## config.mk

```make
export PLATFORM = sky130hd
export DESIGN_NAME = cmd_processor_p
export DESIGN_NICKNAME = d
export VERILOG_FILES = /design/src/rtl/cmd_proc_pkg.sv /design/src/rtl/byte_tx_seq.sv /design/src/rtl/cmd_processor_p.sv
export SDC_FILE = /design/constraint.sdc
export NUM_CORES = 2
export LEC_CHECK = 0
export ABC_AREA = 1
export CAP_MARGIN = 20
export CELL_PAD_IN_SITES_DETAIL_PLACEMENT = 0
export CELL_PAD_IN_SITES_GLOBAL_PLACEMENT = 1
export CORE_AREA = 2 2 462 464
export CTS_CLUSTER_SIZE = 10
export DETAILED_ROUTE_END_ITERATION = 10
export DIE_AREA = 0 0 464 466
export PLACE_DENSITY_LB_ADDON = 0.1
export SETUP_SLACK_MARGIN = 0.02
export SLEW_MARGIN = 30
export SYNTH_ARGS = -nofsm -noshare
export SYNTH_HDL_FRONTEND = slang
export SYNTH_SLANG_ARGS = --single-unit
```

## constraint.sdc

```tcl
create_clock -name clk -period 2.65 [get_ports clk]
set_clock_uncertainty 0.2 [all_clocks]
set_input_delay 0.3975 -clock clk [delete_from_list [all_inputs] [get_ports clk]]
set_output_delay 0.3975 -clock clk [all_outputs]
set_load 0.05 [all_outputs]
```

## src/rtl/cmd_proc_pkg.sv

```systemverilog
// Shared opcodes, per-opcode argument counts and the command FSM state type.
package cmd_proc_pkg;

  typedef enum logic [2:0] {
    ST_IDLE,
    ST_ARGS,
    ST_EXEC,
    ST_SNAP,
    ST_TX_WAIT,
    ST_TX_PULSE
  } state_t;

  localparam logic [7:0] OP_VERSION = 8'h00;
  localparam logic [7:0] OP_WRITE   = 8'h01;
  localparam logic [7:0] OP_READ    = 8'h02;
  localparam logic [7:0] OP_TOGGLE  = 8'h03;
  localparam logic [7:0] OP_DUMP    = 8'h0A;
  localparam logic [7:0] OP_PLL     = 8'h0D;
  localparam logic [7:0] OP_CLR_ERR = 8'h0E;

  function automatic logic [1:0] arg_count(input logic [7:0] op);
    case (op)
      OP_WRITE:            return 2'd2;
      OP_READ, OP_TOGGLE:  return 2'd1;
      default:             return 2'd0;
    endcase
  endfunction

endpackage

```

## src/rtl/byte_tx_seq.sv

```systemverilog
// Sends count bytes through a busy/start transmitter; byte_data must present the byte at index.
module byte_tx_seq #(
  parameter int CW = 8
) (
  input  logic          clk,
  input  logic          reset,
  input  logic          start,
  input  logic [CW-1:0] count,
  input  logic [7:0]    byte_data,
  input  logic          tx_busy,
  output logic [CW-1:0] index,
  output logic          done,
  output logic          tx_start,
  output logic [7:0]    tx_data
);

  logic          active_q, active_d;
  logic          pulse_q, pulse_d;
  logic [CW-1:0] idx_q, idx_d;
  logic [CW-1:0] cnt_q, cnt_d;
  logic          tx_start_q, tx_start_d;
  logic [7:0]    tx_data_q, tx_data_d;

  always_comb begin
    active_d   = active_q;
    pulse_d    = pulse_q;
    idx_d      = idx_q;
    cnt_d      = cnt_q;
    tx_start_d = tx_start_q;
    tx_data_d  = tx_data_q;
    if (start) begin
      active_d   = 1'b1;
      pulse_d    = 1'b0;
      idx_d      = '0;
      cnt_d      = count;
      tx_start_d = 1'b0;
    end else if (active_q && !pulse_q && !tx_busy) begin
      tx_start_d = 1'b1;
      tx_data_d  = byte_data;
      pulse_d    = 1'b1;
    end else if (active_q && pulse_q) begin
      // tx_busy is not looked at here, so the strobe cycle ignores it
      tx_start_d = 1'b0;
      pulse_d    = 1'b0;
      idx_d      = idx_q + CW'(1);
      if (done) active_d = 1'b0;
    end
  end

  always_ff @(posedge clk) begin
    if (reset) begin
      active_q   <= 1'b0;
      pulse_q    <= 1'b0;
      idx_q      <= '0;
      cnt_q      <= '0;
      tx_start_q <= 1'b0;
      tx_data_q  <= 8'h00;
    end else begin
      active_q   <= active_d;
      pulse_q    <= pulse_d;
      idx_q      <= idx_d;
      cnt_q      <= cnt_d;
      tx_start_q <= tx_start_d;
      tx_data_q  <= tx_data_d;
    end
  end

  assign done     = active_q && pulse_q && (idx_q == cnt_q - CW'(1));
  assign index    = idx_q;
  assign tx_start = tx_start_q;
  assign tx_data  = tx_data_q;

endmodule

```

## src/rtl/cmd_processor_p.sv

```systemverilog
// Byte-command processor: config registers, toggle flags, histogram dump and PLL/timeout control.
module cmd_processor_p
  import cmd_proc_pkg::*;
#(
  parameter logic [7:0]         VERSION  = 8'd24,
  parameter int                 NREGS    = 8,
  parameter int                 NFLAGS   = 8,
  parameter int                 NWORDS   = 34,
  parameter logic [NREGS*8-1:0] REG_INIT = '0,
  parameter int                 TIMEOUT  = 50_000_000
) (
  input  logic                  clk,
  input  logic                  reset,
  input  logic                  rx_ready,
  input  logic [7:0]            rx_data,
  input  logic                  tx_busy,
  output logic                  tx_start,
  output logic [7:0]            tx_data,
  input  logic [NWORDS*32-1:0]  hist_in,
  output logic                  hist_reset,
  output logic [NREGS*8-1:0]    regs_out,
  output logic [NFLAGS-1:0]     flags_out,
  output logic                  update_pll,
  output logic                  err_timeout,
  output state_t                dbg_state
);

  localparam int NBYTES = NWORDS * 4;
  localparam int CW     = $clog2(NBYTES + 1);
  localparam int TW     = $clog2(TIMEOUT + 1);

  state_t               state_q, state_d;
  logic [7:0]           op_q, op_d;
  logic [1:0]           need_q, need_d;
  logic                 arg_idx_q, arg_idx_d;
  logic [1:0][7:0]      args_q, args_d;
  logic [TW-1:0]        timer_q, timer_d;
  logic                 err_q, err_d;
  logic [NREGS*8-1:0]   regs_q, regs_d;
  logic [NFLAGS-1:0]    flags_q, flags_d;
  logic [NWORDS*32-1:0] snap_q, snap_d;
  logic                 hist_reset_q, hist_reset_d;
  logic                 update_pll_q, update_pll_d;
  logic [7:0]           reg_rd;
  logic                 seq_start;
  logic [CW-1:0]        seq_count;
  logic [CW-1:0]        seq_index;
  logic                 seq_done;

  always_comb begin
    reg_rd = 8'h00;
    for (int i = 0; i < NREGS; i++)
      if (int'(args_q[0]) == i) reg_rd = regs_q[i*8 +: 8];
  end

  always_comb begin
    state_d      = state_q;
    op_d         = op_q;
    need_d       = need_q;
    arg_idx_d    = arg_idx_q;
    args_d       = args_q;
    timer_d      = timer_q;
    err_d        = err_q;
    regs_d       = regs_q;
    flags_d      = flags_q;
    snap_d       = snap_q;
    hist_reset_d = 1'b0;
    update_pll_d = 1'b0;
    seq_start    = 1'b0;
    seq_count    = '0;
    case (state_q)
      ST_IDLE: if (rx_ready) begin
        op_d      = rx_data;
        need_d    = arg_count(rx_data);
        arg_idx_d = 1'b0;
        timer_d   = '0;
        state_d   = (arg_count(rx_data) == 2'd0) ? ST_EXEC : ST_ARGS;
      end
      ST_ARGS: begin
        if (rx_ready) begin
          args_d[arg_idx_q] = rx_data;
          timer_d           = '0;
          if ({1'b0, arg_idx_q} + 2'd1 == need_q) state_d = ST_EXEC;
          else arg_idx_d = 1'b1;
        end else if (timer_q == TW'(TIMEOUT - 1)) begin
          err_d   = 1'b1;
          timer_d = '0;
          state_d = ST_IDLE;
        end else begin
          timer_d = timer_q + TW'(1);
        end
      end
      ST_EXEC: begin
        state_d = ST_IDLE;
        case (op_q)
          OP_VERSION, OP_READ: begin
            // single-byte replies reuse the snapshot's byte 0 as the send buffer
            snap_d      = '0;
            snap_d[7:0] = (op_q == OP_VERSION) ? VERSION : reg_rd;
            seq_start   = 1'b1;
            seq_count   = CW'(1);
            state_d     = ST_TX_WAIT;
          end
          OP_WRITE:
            for (int i = 0; i < NREGS; i++)
              if (int'(args_q[0]) == i) regs_d[i*8 +: 8] = args_q[1];
          OP_TOGGLE:
            for (int i = 0; i < NFLAGS; i++)
              if (int'(args_q[0]) == i) flags_d[i] = ~flags_q[i];
          OP_DUMP: begin
            hist_reset_d = 1'b1;
            state_d      = ST_SNAP;
          end
          OP_PLL:     update_pll_d = 1'b1;
          OP_CLR_ERR: err_d        = 1'b0;
          default:    ;
        endcase
      end
      ST_SNAP: begin
        snap_d    = hist_in;
        seq_start = 1'b1;
        seq_count = CW'(NBYTES);
        state_d   = ST_TX_WAIT;
      end
      ST_TX_WAIT:  if (!tx_busy) state_d = ST_TX_PULSE;
      ST_TX_PULSE: state_d = seq_done ? ST_IDLE : ST_TX_WAIT;
      default:     state_d = ST_IDLE;
    endcase
  end

  always_ff @(posedge clk) begin
    if (reset) begin
      state_q      <= ST_IDLE;
      op_q         <= 8'h00;
      need_q       <= 2'd0;
      arg_idx_q    <= 1'b0;
      args_q       <= '0;
      timer_q      <= '0;
      err_q        <= 1'b0;
      regs_q       <= REG_INIT;
      flags_q      <= '0;
      snap_q       <= '0;
      hist_reset_q <= 1'b0;
      update_pll_q <= 1'b0;
    end else begin
      state_q      <= state_d;
      op_q         <= op_d;
      need_q       <= need_d;
      arg_idx_q    <= arg_idx_d;
      args_q       <= args_d;
      timer_q      <= timer_d;
      err_q        <= err_d;
      regs_q       <= regs_d;
      flags_q      <= flags_d;
      snap_q       <= snap_d;
      hist_reset_q <= hist_reset_d;
      update_pll_q <= update_pll_d;
    end
  end

  byte_tx_seq #(.CW(CW)) u_tx_seq (
    .clk       (clk),
    .reset     (reset),
    .start     (seq_start),
    .count     (seq_count),
    .byte_data (snap_q[int'(seq_index)*8 +: 8]),
    .tx_busy   (tx_busy),
    .index     (seq_index),
    .done      (seq_done),
    .tx_start  (tx_start),
    .tx_data   (tx_data)
  );

  assign hist_reset  = hist_reset_q;
  assign update_pll  = update_pll_q;
  assign err_timeout = err_q;
  assign regs_out    = regs_q;
  assign flags_out   = flags_q;
  assign dbg_state   = state_q;

endmodule

```

==> summary.txt <==
beginning of the worst hold path = hist_in[644]
Util after Layout = 39.6%
WL/cell = 25.4 microns
Pwr Density = 630 nW/um^2
Initial Util = 25.8%
post-synth net total = 8477
vias in the first global route = 58429
WP data required = 3.16 ns
largest net degree at the start of global routing = 105
die span in x = 464 microns
Hold WC Path Type = in -> reg
input/output buffers = 1186
#FFs+latches synth = 1239
worst path arrival time = 3.11 ns
I/O Pins = 1187
fmax = 0.384 GHz
total power = 52.8 mW
final worst slack = 0.0431 ns
top_reg_cell synth = dfxtp_1
critical path type = reg -> reg
Avg Cell Area, Syn = 7.39 sq um
CP endpoint kind = register
post-route ant nets = 0
Fin. Hold Viols = 0
Synth Area in Compound Gates = 19.7%
number of enable flip-flop cells after synthesis = 0
Max Cap Violations = 0
Post-layout nets = 10264
XOR/XNOR Fraction of Synth Area = 0.209%
worst vdd ir = 685 uV
worst reg2reg setup slack = 0.04 ns
setup violators final = 0
largest family of logic cells by synthesized area = simple AND/OR/NAND/NOR gates
LEAKAGE = 31.5 nW
DIE AREA = 216000 sq um
residual DRC count = 0
max-slew headroom at the worst pin = 58.1%
initial DRC count = 4899
post-route clock period utilization = 98.4%
dpl hpwl = 231000 microns
RSZ-0062 raised after global routing = yes
first-pass GRT wire length = 427000 microns
Post-Syn Area = 54500 sq um
Slew Limit Fails = 0
simple logic cell fraction of the synthesized area = 22.8%
cell taking the most area after synthesis = dfxtp_1
sequential cell area = 24800 sq um
crit path time final = 2.61 ns
Clock Tree Buf Depth = 3
Area Overhead vs Synth = 53.7%
Routed WL = 307000 microns
Ys Warns = 0
Crit Reg-Reg Startpoint = u_tx_seq.index[0]$_SDFFE_PP0P_
clk slew on worst S/H paths = 0.06 ns
dominant cells by area after synthesis = dfxtp_1 (46%), nand3_1 (12%), nand2_1 (8.6%), inv_1 (6.5%), a32o_1 (5.4%)
CP Launch Type = register
grt ovf = 0
CP max FO = 17
Reg-to-Reg End = u_tx_seq.tx_data[6]$_SDFFE_PP0N_
Core ar. = 211000 sq um
Worst-Margin Slew = 0.628 ns
overall global routing resource usage = 27.0%
Worst-Skew Late Latency = 0.81 ns
DR pass1 iterations = 6
H-Tree Depth = 4
top-area cell type share of the netlist area = 45.5%
FILL cells = 21856
Cell variety after synth = 43
CTS tree = built
post-synthesis mux area share = 0%
Hold Path End = snap_q[644]$_SDFFE_PP0P_
antenna violations before repair = 70
row count = 169
Async S/R FF share, synth = 0%
routed vias/inst = 4.93
Adder-Cell Fraction of Synth Area = 0.0919%
sequential-to-total area share from yosys stat = 45.5%
area post-placement = 71400 sq um
Die H = 466 microns
Vias = 59630
hold depth = 2
reg2reg path depth = 14
Post-Syn Instances = 7373
Place WS = -0.277 ns
share of post-route cells with drive strength above 1 = 8.13%
Placer Congestion = 0.886
fin area = 83700 sq um
CTS root buf = clkbuf_16
CTS buffer count = 156
CTS sink count = 1239
Multi-input gate area = 23700 sq um
outcome = finished, final reports clean
==> worst max-delay path by stage <==
stage | start | end | slack, ns | cells past startpoint
finish | u_tx_seq.index[0]$_SDFFE_PP0P_ | u_tx_seq.tx_data[6]$_SDFFE_PP0N_ | 0.04 | 14
global route | u_tx_seq.index[0]$_SDFFE_PP0P_ | u_tx_seq.tx_data[6]$_SDFFE_PP0N_ | -0.004 | 18
CTS | u_tx_seq.index[0]$_SDFFE_PP0P_ | u_tx_seq.tx_data[5]$_SDFFE_PP0N_ | 0.02 | 11
detailed placement | u_tx_seq.index[0]$_SDFFE_PP0P_ | u_tx_seq.tx_data[6]$_SDFFE_PP0N_ | -0.28 | 14
global placement | u_tx_seq.index[0]$_SDFFE_PP0P_ | u_tx_seq.tx_data[6]$_SDFFE_PP0N_ | -0.33 | 14
floorplan | dbg_state[1]$_SDFFE_PP0P_ | snap_q[1029]$_SDFFE_PP0P_ | 0.37 | 10
==> repair_timing <==
item | CTS | global route
buffers inserted | 4 | 10
gates resized for setup | 123 | 103
hold buffers | 662 | 0
endpoints found under the hold margin | 662 | 0
pin swaps | 0 | 14
gates cloned | 2 | 12
setup endpoints to repair | 87 | 195
==> cell type report <==
cell class / count / share of cell area, %
Timing Repair Buffer: 2232 / 27.6
Antenna cell: 25 / 0.0747
Multi-Input combinational cell: 4564 / 28.3
Inverter: 965 / 4.41
Sequential cell: 1239 / 29.6
Tap cell: 2821 / 4.22
Clock inverter: 29 / 0.445
Clock buffer: 216 / 5.28
Timing Repair inverter: 2 / 0.0299
==> metal layers <==
layer,vias to the layer above,track usage [%],routed length [microns]
met2,1996,43.2,139000
met4,24,8.27,9670
met3,411,3.82,16000
met5,-,0,139
li1,28371,-,-
met1,28828,37.4,142000
==> placed cells by master, fill, tap and decap left out, drive strengths merged, types with 150 or more instances in the layout <==
cell,n
a21oi,237
a32o,292
buf,378
clkbuf,227
clkdlybuf4s50,1100
dfxtp,1239
dlygate4sd3,662
inv,964
nand2,1255
nand3,1298
nor2,174
o211ai,150
o21ai,1037
==> sequential cells by signal, summed over array words and instances (netlist names) <==
signal / flops
arg_idx_q: 1
args_q: 16
dbg_state: 3
err_timeout: 1
flags_out: 8
hist_reset: 1
need_q: 2
op_q: 8
regs_out: 64
snap_q: 1088
timer_q: 26
u_tx_seq.active_q: 1
u_tx_seq.cnt_q: 2
u_tx_seq.index: 8
u_tx_seq.pulse_q: 1
u_tx_seq.tx_data: 8
update_pll: 1
==> cell families after synthesis <==
| group | after synthesis |
|---|---|
| AO/OA/AOI/OAI | 1758 |
| XOR/XNOR | 13 |
| adder cells (fa/ha/maj) | 4 |
| buffers and inverters | 1570 |
| flip-flops | 1239 |
| AND/OR/NAND/NOR | 2789 |
==> where the power goes <==
part	internal (mW)	switching, mW
sequential	20.1	0.664
combinational	4.54	6.77
clock	12.0	8.76
==> per-stage QoR <==
step / setup TNS (ns) / std cells / hold WS, ns
finish: 0 / 12093 / 0.0540
global placement: -1.26 / 11134 / 0.231
CTS: 0 / 12046 / 0.000438
global route: -0.00800 / 12086 / 0.0241
detailed placement: -1.07 / 11134 / 0.236
floorplan: 0 / 7373 / 0.221
==> critical path: stages, from the launching register on <==
cell	delay [ns]
dfxtp_4	0.50
buf_6	0.19
buf_6	0.17
bufbuf_16	0.31
nand2_1	0.06
nand3_1	0.08
nand2_1	0.08
nand2_1	0.24
nand2_1	0.12
inv_1	0.07
a21oi_1	0.07
nor2_2	0.13
nand2_2	0.10
nand3_2	0.07
a21oi_1	0.07
==> cell usage after synthesis (5+ instances only) <==
cell and instances:
a21oi_1 237, a31oi_1 10, a32o_1 292, buf_1 19
buf_2 206, buf_4 53, buf_6 5, clkbuf_1 322
clkinv_1 5, dfxtp_1 1239, inv_1 937, inv_2 23
nand2_1 1249, nand2_2 5, nand3_1 1298, nand4_1 19
nor2_1 157, nor2_2 10, nor2_4 7, nor3_1 20
nor4_1 7, o211ai_1 150, o21ai_0 582, o21ai_1 455
o22ai_1 20, xnor2_1 6, xor2_1 7
(Power assumes the default switching activity.)
